--- src/rtl/sys_pkg.sv ---
// Shared constants and FSM encoding for the UART Tx response scheduler.
package sys_pkg;

  localparam int WIDTH_DEF  = 8;
  localparam int DEPTH_DEF  = 4;
  localparam int TO_CYC_DEF = 64;

  typedef enum logic [1:0] {
    IDLE      = 2'd0,
    WAIT_BUSY = 2'd1,
    WAIT_DONE = 2'd2
  } tx_state_e;

endpackage

--- src/rtl/resp_fifo.sv ---
// Byte FIFO for response data: up to three bytes written per cycle, one byte read.
module resp_fifo
  import sys_pkg::*;
#(
  parameter int width = WIDTH_DEF,
  parameter int depth = DEPTH_DEF
) (
  input  logic                         CLK,
  input  logic                         Reset,
  input  logic [1:0]                   wr_num,
  input  logic [3*width-1:0]           wr_data,
  input  logic                         rd_en,
  output logic [width-1:0]             rd_data,
  output logic [$clog2(depth+1)-1:0]   count
);

  localparam int AW = $clog2(depth);
  localparam int CW = $clog2(depth+1);

  logic [width-1:0] mem_q [depth];
  logic [AW-1:0]    wr_ptr_q;
  logic [AW-1:0]    rd_ptr_q;
  logic [CW-1:0]    count_q;

  // Pointers wrap naturally because depth is a power of two.
  always_ff @(posedge CLK) begin
    if (Reset) begin
      wr_ptr_q <= '0;
      rd_ptr_q <= '0;
      count_q  <= '0;
    end else begin
      wr_ptr_q <= wr_ptr_q + AW'(wr_num);
      if (rd_en) rd_ptr_q <= rd_ptr_q + AW'(1);
      count_q  <= count_q + CW'(wr_num) - CW'(rd_en);
    end
  end

  // NOTE: storage is not reset; clearing the pointers and count already makes old bytes unreachable.
  always_ff @(posedge CLK) begin
    if (!Reset) begin
      for (int i = 0; i < 3; i++) begin
        if (i < int'(wr_num)) mem_q[wr_ptr_q + AW'(i)] <= wr_data[i*width +: width];
      end
    end
  end

  assign rd_data = mem_q[rd_ptr_q];
  assign count   = count_q;

endmodule

--- src/rtl/tx_resp_sched.sv ---
// Queues register-read and ALU result bytes and hands them one at a time to the UART Tx path.
module tx_resp_sched
  import sys_pkg::*;
#(
  parameter int width  = WIDTH_DEF,
  parameter int depth  = DEPTH_DEF,
  parameter int TO_CYC = TO_CYC_DEF
) (
  input  logic                 CLK,
  input  logic                 Reset,
  input  logic [width-1:0]     Rd_data,
  input  logic                 Rd_valid,
  input  logic [2*width-1:0]   ALU_out,
  input  logic                 ALU_out_valid,
  input  logic                 Busy,
  output logic [width-1:0]     Tx_Data,
  output logic                 Tx_Data_valid,
  output logic                 Ovf,
  output logic                 Tmo,
  output logic                 Pending
);

  localparam int CW = $clog2(depth+1);
  localparam int TW = $clog2(TO_CYC+1);

  tx_state_e        state_q;
  logic [TW-1:0]    tmo_cnt_q;
  logic [CW-1:0]    count;
  logic [CW-1:0]    free;
  logic [width-1:0] head;
  logic             alu_ok;
  logic             rd_ok;
  logic             drop;
  logic             pop;
  logic [1:0]       wr_num;
  logic [3*width-1:0] wr_data;

  // NOTE: combinational logic uses blocking assignments, each signal given a value on every path.
  always_comb begin
    free    = CW'(depth) - count;
    alu_ok  = ALU_out_valid && (free >= CW'(2));
    rd_ok   = Rd_valid && ((free - (alu_ok ? CW'(2) : CW'(0))) >= CW'(1));
    drop    = (ALU_out_valid && !alu_ok) || (Rd_valid && !rd_ok);
    wr_num  = {1'b0, rd_ok} + (alu_ok ? 2'd2 : 2'd0);
    // ALU low byte lands first, Rd byte last; without an ALU push the Rd byte goes in slot 0.
    wr_data = alu_ok ? {Rd_data, ALU_out} : {{(2*width){1'b0}}, Rd_data};
    pop     = (state_q == IDLE) && (count != '0) && !Busy;
  end

  resp_fifo #(
    .width (width),
    .depth (depth)
  ) u_fifo (
    .CLK     (CLK),
    .Reset   (Reset),
    .wr_num  (wr_num),
    .wr_data (wr_data),
    .rd_en   (pop),
    .rd_data (head),
    .count   (count)
  );

  always_ff @(posedge CLK) begin
    if (Reset) begin
      state_q       <= IDLE;
      tmo_cnt_q     <= '0;
      Tx_Data       <= '0;
      Tx_Data_valid <= 1'b0;
      Ovf           <= 1'b0;
      Tmo           <= 1'b0;
    end else begin
      Tx_Data_valid <= 1'b0;
      if (drop) Ovf <= 1'b1;
      case (state_q)
        IDLE: begin
          if (pop) begin
            Tx_Data       <= head;
            Tx_Data_valid <= 1'b1;
            tmo_cnt_q     <= '0;
            state_q       <= WAIT_BUSY;
          end
        end
        WAIT_BUSY: begin
          if (Busy) begin
            tmo_cnt_q <= '0;
            state_q   <= WAIT_DONE;
          end else if (tmo_cnt_q == TW'(TO_CYC-1)) begin
            // The byte is abandoned, not resent; the next queued byte goes out instead.
            Tmo       <= 1'b1;
            tmo_cnt_q <= '0;
            state_q   <= IDLE;
          end else begin
            tmo_cnt_q <= tmo_cnt_q + TW'(1);
          end
        end
        WAIT_DONE: begin
          if (!Busy) state_q <= IDLE;
        end
        default: state_q <= IDLE;
      endcase
    end
  end

  assign Pending = (count != '0) || (state_q != IDLE);

endmodule

--- config.mk ---
export PLATFORM = sky130hd
export DESIGN_NAME = tx_resp_sched
export DESIGN_NICKNAME = d
export VERILOG_FILES = /design/src/rtl/sys_pkg.sv /design/src/rtl/resp_fifo.sv /design/src/rtl/tx_resp_sched.sv
export SDC_FILE = /design/constraint.sdc
export NUM_CORES = 1
export LEC_CHECK = 0
export CORE_ASPECT_RATIO = 1.4
export CORE_MARGIN = 8
export CORE_UTILIZATION = 60
export CTS_BUF_LIST = sky130_fd_sc_hd__clkbuf_4 sky130_fd_sc_hd__clkbuf_8
export DETAILED_ROUTE_END_ITERATION = 8
export DONT_BUFFER_PORTS = 1
export PLACE_DENSITY = 0.81
export SLEW_MARGIN = 0
export SYNTH_ARGS = -nofsm -noshare
export SYNTH_HDL_FRONTEND = slang
export SYNTH_HIERARCHICAL = 1
export SYNTH_SLANG_ARGS = --single-unit
--- constraint.sdc ---
create_clock -name CLK -period 10.9 [get_ports CLK]
set_clock_uncertainty 0.15 [all_clocks]
set_input_delay 1.09 -clock CLK [delete_from_list [all_inputs] [get_ports CLK]]
set_output_delay 1.09 -clock CLK [all_outputs]
set_load 0.02 [all_outputs]
==> results of run 1 <==
power groups by stage:
stage | logic [mW] | clock network, mW | registers (mW)
floorplan | 0.335 | 0 | 0.350
global placement | 0.368 | 0 | 0.375
detailed placement | 0.383 | 0 | 0.378
CTS | 0.388 | 0.223 | 0.373
global route | 0.430 | 0.235 | 0.379
finish | 0.390 | 0.220 | 0.372
final timing paths:
| path | start | to | slack [ns] | cells after the start |
|---|---|---|---|---|
| worst max-delay path | u_fifo/count[0] | u_fifo/mem_q[1][7] | 7.03 | 10 |
| worst min-delay path | tmo_cnt_q[6] | tmo_cnt_q[6] | 0.35 | 1 |
| worst max register to register | u_fifo/count[0] | u_fifo/mem_q[1][7] | 7.03 | 10 |
| worst min register to register | tmo_cnt_q[6] | tmo_cnt_q[6] | 0.35 | 1 |
area by class of cell:
type	count	area, sq um	area share, %
Inverter	13	48.8	1.27
Timing Repair Buffer	4	30.0	0.781
Tap cell	70	87.6	2.28
Sequential cell	61	1540	40.1
Clock buffer	10	131	3.42
Clock inverter	6	88.8	2.31
Multi-Input combinational cell	210	1920	49.9
kinds of logic (layout without fill, tap and decap cells):
group / Yosys count / count (layout)
AOI/OAI and AO/OA: 21 / 21
buffers and inverters: 28 / 33
xor gates and xnor gates: 8 / 8
and+or+nand+nor: 80 / 80
muxes: 89 / 89
DFF: 61 / 61
adders and majority gates: 12 / 12
critical path, delay by kind of cell (launching register included):
family          cells  cell delay (ns)
simple gates        2             0.73
compound gates      2             0.68
fa+ha+maj           4             1.23
flops               1             0.34
buf+inv             2             0.37
metal layers:
layer / routed length, um / track usage, % / vias to the layer above
met5: 0 / 0 / -
met4: 118 / 7.18 / 0
met3: 375 / 6.02 / 11
met2: 3570 / 28.6 / 59
met1: 2970 / 19.0 / 1106
li1: - / - / 1091
flip-flops by register name, summed over array words and instances (netlist names), named ones only:
signal           count
tmo_cnt_q            7
Ovf                  1
u_fifo/count         3
u_fifo/wr_ptr_q      2
u_fifo/mem_q        32
Tx_Data_valid        1
u_fifo/rd_ptr_q      2
Tmo                  1
state_q              2
Tx_Data              8
cells in the mapped netlist (5+ instances only):
cell type | instances | area (sq um)
xnor2_1 | 5 | 43.8
edfxtp_1 | 32 | 961
nand2_1 | 8 | 30.0
buf_2 | 5 | 25.0
inv_1 | 13 | 48.8
clkbuf_1 | 5 | 18.8
a31oi_1 | 6 | 37.5
ha_1 | 9 | 113
mux2_2 | 72 | 811
mux4_2 | 8 | 180
nor2_1 | 26 | 97.6
mux2i_1 | 9 | 90.1
and2_1 | 16 | 100
dfxtp_1 | 29 | 581
nor2b_1 | 5 | 31.3
==> results.toml, run 1 <==
[run_status]
status = "finished clean"

[synthesis]
muxShareOfSynthArea_pct = 30.1
syn_nets = 338
synth_seq_area_share_pct = 42.9
synth_top_family_by_area = "multiplexers"
synthXorXnorAreaFrac_pct = 1.95
async_flop_share_pct = 0
synthCells = 299
ys_warn_count = 6
synth_simple_gate_area_share_pct = 13.0
ys.flop_type = "edfxtp_1"
postSynthAreaPerCell_sq_um = 12.0
synth_edf_count = 32
syn_area_sq_um = 3590
synth_cell_types = 48
synth_compound_area_share_pct = 3.94
ys_seq_elements = 61
post_synth_fa_ha_maj_area_fraction_pct = 4.25

[drt]
antenna_left = 0
wire_per_inst_um = 18.8
drt-total-wl_um = 7040
drt_iter0_markers = 90
via_count = 2267
vias_per_cell = 6.06
drc = 0
first_pass_iters = 4

[clock_network]
clk_pin_slew_ns = 0.07
htreeDepth = 3
clkSinkCount = 61
clockBufferDepth = 2
cts_tree = "done"
postCtsSetupBuffers = 0
cts_root_buffer = "clkbuf_8"
clkLatencyLatePin_ns = 0.34
ctsResizeCount = 0
cts_buffers = 9
cts_hold_buf = 0

[critical_path]
crit_slowest_cell = "a31oi_1"
critPathMostFrequentCell = "ha_1"
arrival_ns = 3.69
crit_type = "reg2reg"
cp_data_required_time_ns = 10.72
path_cells = "inv_1, ha_1, ha_1, a21boi_2, buf_4, ha_1, a31oi_1, nand2_1, maj3_1, nor2_1"
critPathMaxFanout = 32
start_kind = "register"
max_stage_delay_ns = 0.55
endpoint_kind = "register"

[layout]
antennaDiodeCount = 0
drive_above_1_share_pct = 36.5
final_area_sq_um = 3850
n_fill_cell = 439
mostFrequentLayoutCells = "mux2_2 (72), edfxtp_1 (32), dfxtp_1 (29)"
postLayoutCoreUtil_pct = 66.1
area_growth_pct = 7.15
final_common_cell = "mux2_2"
final_cell_count_no_fill = 374
fin_nets = 338

[run]
drv_cap = 0

[sta]
worstMarginPinSlew_ns = 0.709
timing.final.crit_period_ns = 3.87
fmax_mhz = 258
setup_viol = 0
fin_tns_setup_ns = 0
fin_crit_sh_pct = 35.5
rsz0062_at_grt = "no"
drv_slew = 0
fin_ws_ns = 7.03
slew_headroom_pct = 52.5
holdWs_ns = 0.353
hold_viol_final = 0

[die]
ios = 41
num_rows = 33
core_area_sq_um = 5820
die_w_um = 81.4
initial_core_util_pct = 61.7
die_h_um = 108
die_area_sq_um = 8750

[global_route]
grt_usage_pct = 17.1
grt_pass1_wl_um = 11400
grt.overflow.total = 0
grt_max_degree = 38
grt_pass1_vias = 2355
antenna_found_initial = 0

[power_and_ir_drop]
power_frac_seq_pct = 37.9
power_frac_clock_pct = 22.4
switching_share_pct = 33.9
finalPower_mw = 0.982
p_leak_nw = 1.37
p_comb_share_pct = 39.7
p_switching_mw = 0.333
peakVddDrop_uv = 109
internal_power_mw = 0.649
power_density_nw_per_um2 = 255

[hold_path]
min_path_type = "reg2reg"

[placed_design]
gp_congestion = 0.865
post-place-ws_ns = 6.89
dp_cells = 358
place_hpwl_um = 5170
io_buffers = 0
dpl-instance-area_sq_um = 3630
(Power assumes the default switching activity.)
==> inputs of run 2 (changes only) <==
Settings changed: PLACE_DENSITY 0.81 to 0.84.
Clock period 10.9 ns to 3.3 ns, I/O delays scaled along.
==> results.toml, run 2 (synthesized netlist as in run 1, its figures left out) <==
[drt]
drc = 0
antenna_left = 0
drt_iter0_markers = 118
wire_per_inst_um = 19.8
drt-total-wl_um = 7560
via_count = 2324
first_pass_iters = 4
vias_per_cell = 6.08

[die]
num_rows = 33
ios = 41
core_area_sq_um = 5820
die_w_um = 81.4
initial_core_util_pct = 61.7
die_h_um = 108
die_area_sq_um = 8750

[layout]
multi_input_area_sq_um = 1960
n_fill_cell = 410
final_common_cell = "mux2_2"
fin_nets = 346
drive_above_1_share_pct = 38.5
antennaDiodeCount = 0
top_register = "u_fifo/mem_q"
reg.largest.list = "u_fifo/mem_q x32, Tx_Data x8, tmo_cnt_q x7"
largest_reg_flops = 32
area_growth_pct = 9.97
final_area_sq_um = 3950
mostFrequentLayoutCells = "mux2_2 (72), edfxtp_1 (32), dfxtp_1 (29)"
ff_latch_area_sq_um = 1540

[sta]
rsz0062_at_grt = "no"
timing.final.crit_period_ns = 3.11
fin_tns_setup_ns = 0
fin_crit_sh_pct = 94.3
fmax_mhz = 321
drv_slew = 0
setup_viol = 0
fin_ws_ns = 0.187
worstMarginPinSlew_ns = 1.02
slew_headroom_pct = 31.5
hold_viol_final = 0

[placed_design]
place_hpwl_um = 5190
dpl-instance-area_sq_um = 3700
post-place-ws_ns = 0.149
io_buffers = 0
gp_congestion = 0.825

[power_and_ir_drop]
internal_power_mw = 2.21
peakVddDrop_uv = 474
power_frac_clock_pct = 21.6
p_comb_share_pct = 41.7
power_frac_seq_pct = 36.7
switching_share_pct = 34.1
p_switching_mw = 1.14
power_density_nw_per_um2 = 850
finalPower_mw = 3.36
p_leak_nw = 1.43

[global_route]
grtUsageMet2_pct = 31.7
grt.overflow.total = 0
grt_pass1_vias = 2424
grt_pass1_wl_um = 12100
grt_usage_pct = 18.1
antenna_found_initial = 0
grtUsageMet1_pct = 19.5
top_usage_layer = "met2"
gr-usage-met3_pct = 5.02
grt_max_degree = 32

[critical_path]
cp_data_required_time_ns = 3.35
endpoint_kind = "register"
start_kind = "register"
arrival_ns = 3.16
crit_type = "reg2reg"
critPathMaxFanout = 7

[clock_network]
clkLatencyLatePin_ns = 0.35
htreeDepth = 3
clk_pin_slew_ns = 0.07
clkSinkCount = 61
cts_tree = "done"
postCtsSetupBuffers = 0
cts_root_buffer = "clkbuf_8"
cts_buffers = 9
clockBufferDepth = 2

[hold_path]
min_path_type = "in2reg"

[run]
drv_cap = 0

[run_status]
status = "finished clean"
==> run 2: worst paths after layout <==
kind | end | cells after the start | from | slack (ns)
worst max-delay path | u_fifo/count[2] | 14 | u_fifo/count[0] | 0.19
worst min-delay path | Ovf | 2 | Rd_valid | 0.02
worst max register to register | u_fifo/count[2] | 14 | u_fifo/count[0] | 0.19
worst min register to register | tmo_cnt_q[6] | 1 | tmo_cnt_q[6] | 0.36
==> run 2: timing repair <==
action	in CTS	in global routing
hold buffers	2	0
gates resized for setup	0	2
setup endpoints to repair	0	2
endpoints found under the hold margin	29	0
==> run 2: worst max-delay path: stages (launching register included) <==
cell      delay, ns
dfxtp_1        0.33
inv_1          0.06
ha_1           0.23
ha_4           0.30
a21boi_4       0.05
ha_1           0.21
xor2_1         0.18
a31oi_4        0.23
inv_1          0.11
ha_1           0.29
inv_1          0.04
ha_1           0.18
fa_1           0.38
xnor2_1        0.17
nor2_1         0.05
==> run 2: layout make-up <==
type	count	area share, %
Sequential cell	61	39.0
Clock inverter	5	1.90
Timing Repair Buffer	12	2.41
Tap cell	70	2.22
Inverter	13	1.24
Multi-Input combinational cell	210	49.7
Clock buffer	11	3.52
==> run 2: metal layers <==
layer | part of all wire, % | routed length, um
met4 | 1.9 | 140
met5 | 0 | 0
met1 | 40 | 3010
met3 | 5.7 | 429
met2 | 53 | 3980
==> run 2: per-stage QoR <==
| stage | util (%) | hold slack, ns | std cells |
|---|---|---|---|
| after floorplan | - | 0.320 | 299 |
| after global placement | 63.5 | 0.257 | 364 |
| after detailed placement | 63.5 | 0.257 | 364 |
| after CTS | 67.5 | 0.0217 | 382 |
| after global routing | 67.8 | 0.0216 | 382 |
| final | 67.8 | 0.0238 | 382 |
==> run 2: power by group through the flow <==
stage / clock [mW] / sequential (mW) / combinational, mW
2_1_floorplan: 0 / 1.15 / 1.17
3_3_place_gp: 0 / 1.24 / 1.32
3_5_place_dp: 0 / 1.25 / 1.35
4_1_cts: 0.730 / 1.23 / 1.37
5_1_grt: 0.770 / 1.25 / 1.53
6_report: 0.725 / 1.23 / 1.40
==> inputs of run 3 (changes only) <==
Settings changed: ABC_AREA set to 1, PLACE_DENSITY 0.84 to 0.85.
==> results.toml, run 3 <==
[run_status]
status = "finished clean"

[critical_path]
cp_top_family = "adder cells"
endpoint_kind = "register"
critPathBufInv = 5
critPathMostFrequentCell = "inv_1"
cp_data_required_time_ns = 3.38
r2r-start = "u_fifo/count[1]"
crit_slowest_cell = "fa_2"
arrival_ns = 3.24
rr_endpoint = "u_fifo/count[2]"
path_cells = "inv_1, ha_2, ha_4, nand3_2, nand2_2, inv_2, ha_1, nand2_1, o21ai_1, inv_1, inv_1, ha_1, inv_1, ha_2, fa_2, xor2_2, nand2_1, nand2_1, nor2_1"
critPathMaxFanout = 4
r2r_setup_slack_ns = 0.14
max_stage_delay_ns = 0.38
ff2ff_path_depth = 19
start_kind = "register"
crit_type = "reg2reg"

[synthesis]
ys_seq_elements = 61
synthCells = 520
postSynthAreaPerCell_sq_um = 7.09
yosys-top-cells-area = "edfxtp_1 (26%), dfxtp_1 (16%), nand2_1 (14%)"
ys.flop_type = "edfxtp_1"
syn_area_sq_um = 3690
ys_warn_count = 6
yosys-top-cells-count = "nand2_1 (137), nand3_1 (77), nor2_1 (66)"
async_flop_share_pct = 0
synth_top_area_share_pct = 26.1
syn_nets = 559
synth.most_common_cell = "nand2_1"
synth_seq_area_share_pct = 41.8
synth_cell_types = 30
synth_top_area_cell = "edfxtp_1"
synth_edf_count = 32

[hold_path]
min_path_type = "in2reg"
min-delay-start = "Rd_valid"
hold_depth = 2
hold_end = "Ovf"

[die]
initial_core_util_pct = 60.6
die_h_um = 109
num_rows = 34
die_w_um = 82.3
die_area_sq_um = 8950
core_area_sq_um = 6080
ios = 41

[drt]
vias_per_cell = 5.68
wire_per_inst_um = 15.0
antenna_left = 0
via_count = 3430
drc = 0
drt-total-wl_um = 9040
first_pass_iters = 5
drt_iter0_markers = 260

[layout]
n_fill_cell = 530
reg.largest.list = "u_fifo/mem_q x32, Tx_Data x8, tmo_cnt_q x7"
mostFrequentLayoutCells = "nand2_1 (136), nand3_1 (76), nor2_1 (66)"
ff_latch_area_sq_um = 1540
final_common_cell = "nand2_1"
antennaDiodeCount = 0
drive_above_1_share_pct = 10.9
largest_reg_flops = 32
area_growth_pct = 8.65
final_cell_count_no_fill = 604
top_register = "u_fifo/mem_q"
multi_input_area_sq_um = 1810
fin_nets = 566

[sta]
holdWs_ns = 0.0298
drv_slew = 0
worstMarginPinSlew_ns = 0.605
timing.final.crit_period_ns = 3.16
fin_crit_sh_pct = 95.7
slew_headroom_pct = 59.6
fmax_mhz = 316
setup_viol = 0
hold_viol_final = 0

[power_and_ir_drop]
p_leak_nw = 1.86
power_density_nw_per_um2 = 888
peakVddDrop_uv = 568

[run]
drv_cap = 0

[global_route]
antenna_found_initial = 0
grt.overflow.total = 0
grt_usage_pct = 21.0
grt_max_degree = 29
grt_pass1_wl_um = 14800
grt_pass1_vias = 3222

[clock_network]
clkLatencyLatePin_ns = 0.33
clk_pin_slew_ns = 0.07
clockBufferDepth = 2
cts_root_buffer = "clkbuf_8"
clkSinkCount = 61
cts_buffers = 9
htreeDepth = 3
cts_tree = "done"

[placed_design]
dp_cells = 583
gp_congestion = 0.953
io_buffers = 0
place_hpwl_um = 6590
-- run 3: logic make-up after synthesis --
group	share of synthesized area (%)
flops	41.8
compound gates	8.51
xor+xnor	0.712
fa+ha+maj	3.60
simple gates	35.3
buf+inv	10.1
-- run 3: worst max path at each step --
stage                    startpoint               to  slack, ns  cells after the start
floorplan           u_fifo/count[0]  u_fifo/count[2]       0.02                     20
global placement    u_fifo/count[0]  u_fifo/count[2]       0.19                     19
detailed placement  u_fifo/count[0]  u_fifo/count[2]      -0.04                     19
CTS                 u_fifo/count[0]  u_fifo/count[2]       0.01                     21
global route        u_fifo/count[1]  u_fifo/count[2]      -0.04                     21
finish              u_fifo/count[1]  u_fifo/count[2]       0.14                     19
-- run 3: through the flow --
step / setup WS [ns] / setup TNS [ns] / utilization (%) / area [sq um] / power [mW]
after detailed placement: -0.0445 / -0.0445 / 61.2 / 3720 / 2.76
after global routing: -0.0373 / -0.0373 / 65.9 / 4010 / 3.82
after CTS: 0.00988 / 0 / 65.3 / 3970 / 3.49
after global placement: 0.189 / 0 / 61.2 / 3720 / 2.67
final: 0.140 / 0 / 65.9 / 4010 / 3.56
after floorplan: 0.0249 / 0 / - / 3690 / 2.42
-- run 3: per-layer routing --
metal	GRT usage (%)	routed length, um	share of wire [%]	vias to the layer above
met4	6.93	113	1.2	0
li1	-	-	-	1691
met1	24.8	3690	41	1564
met2	36.1	4580	51	161
met5	0	0	0	-
met3	4.87	653	7.2	14
-- run 3: layout make-up --
cell class | count | area share [%]
repair buffers | 11 | 2.19
flip-flops and latches | 61 | 38.5
well taps | 72 | 2.25
clock inverters | 4 | 1.16
inverters | 72 | 6.74
multi-input cells | 372 | 45.2
clock buffers | 12 | 3.97
-- run 3: what timing repair did --
| action | in CTS | in global routing |
|---|---|---|
| resized for setup | 3 | 8 |
| gates cloned | 0 | 0 |
| pin swaps | 1 | 5 |
| setup buffers | 0 | 3 |
| endpoints found under the hold margin | 11 | 0 |
| endpoints found under the setup margin | 1 | 2 |
| hold buffers | 2 | 0 |
-- run 3: where the power goes --
| group | switching (mW) | internal, mW | leakage [nW] |
|---|---|---|---|
| Clock | 0.271 | 0.396 | 0.110 |
| Combinational | 1.08 | 0.525 | 1.21 |
| Sequential | 0.168 | 1.12 | 0.535 |
-- run 3: worst reg2reg max path: stages (launching register included) --
cell     delay, ns
dfxtp_2       0.34
inv_1         0.05
ha_2          0.19
ha_4          0.29
nand3_2       0.08
nand2_2       0.09
inv_2         0.04
ha_1          0.28
nand2_1       0.08
o21ai_1       0.08
inv_1         0.11
inv_1         0.07
ha_1          0.27
inv_1         0.05
ha_2          0.18
fa_2          0.38
xor2_2        0.16
nand2_1       0.08
nand2_1       0.06
nor2_1        0.04
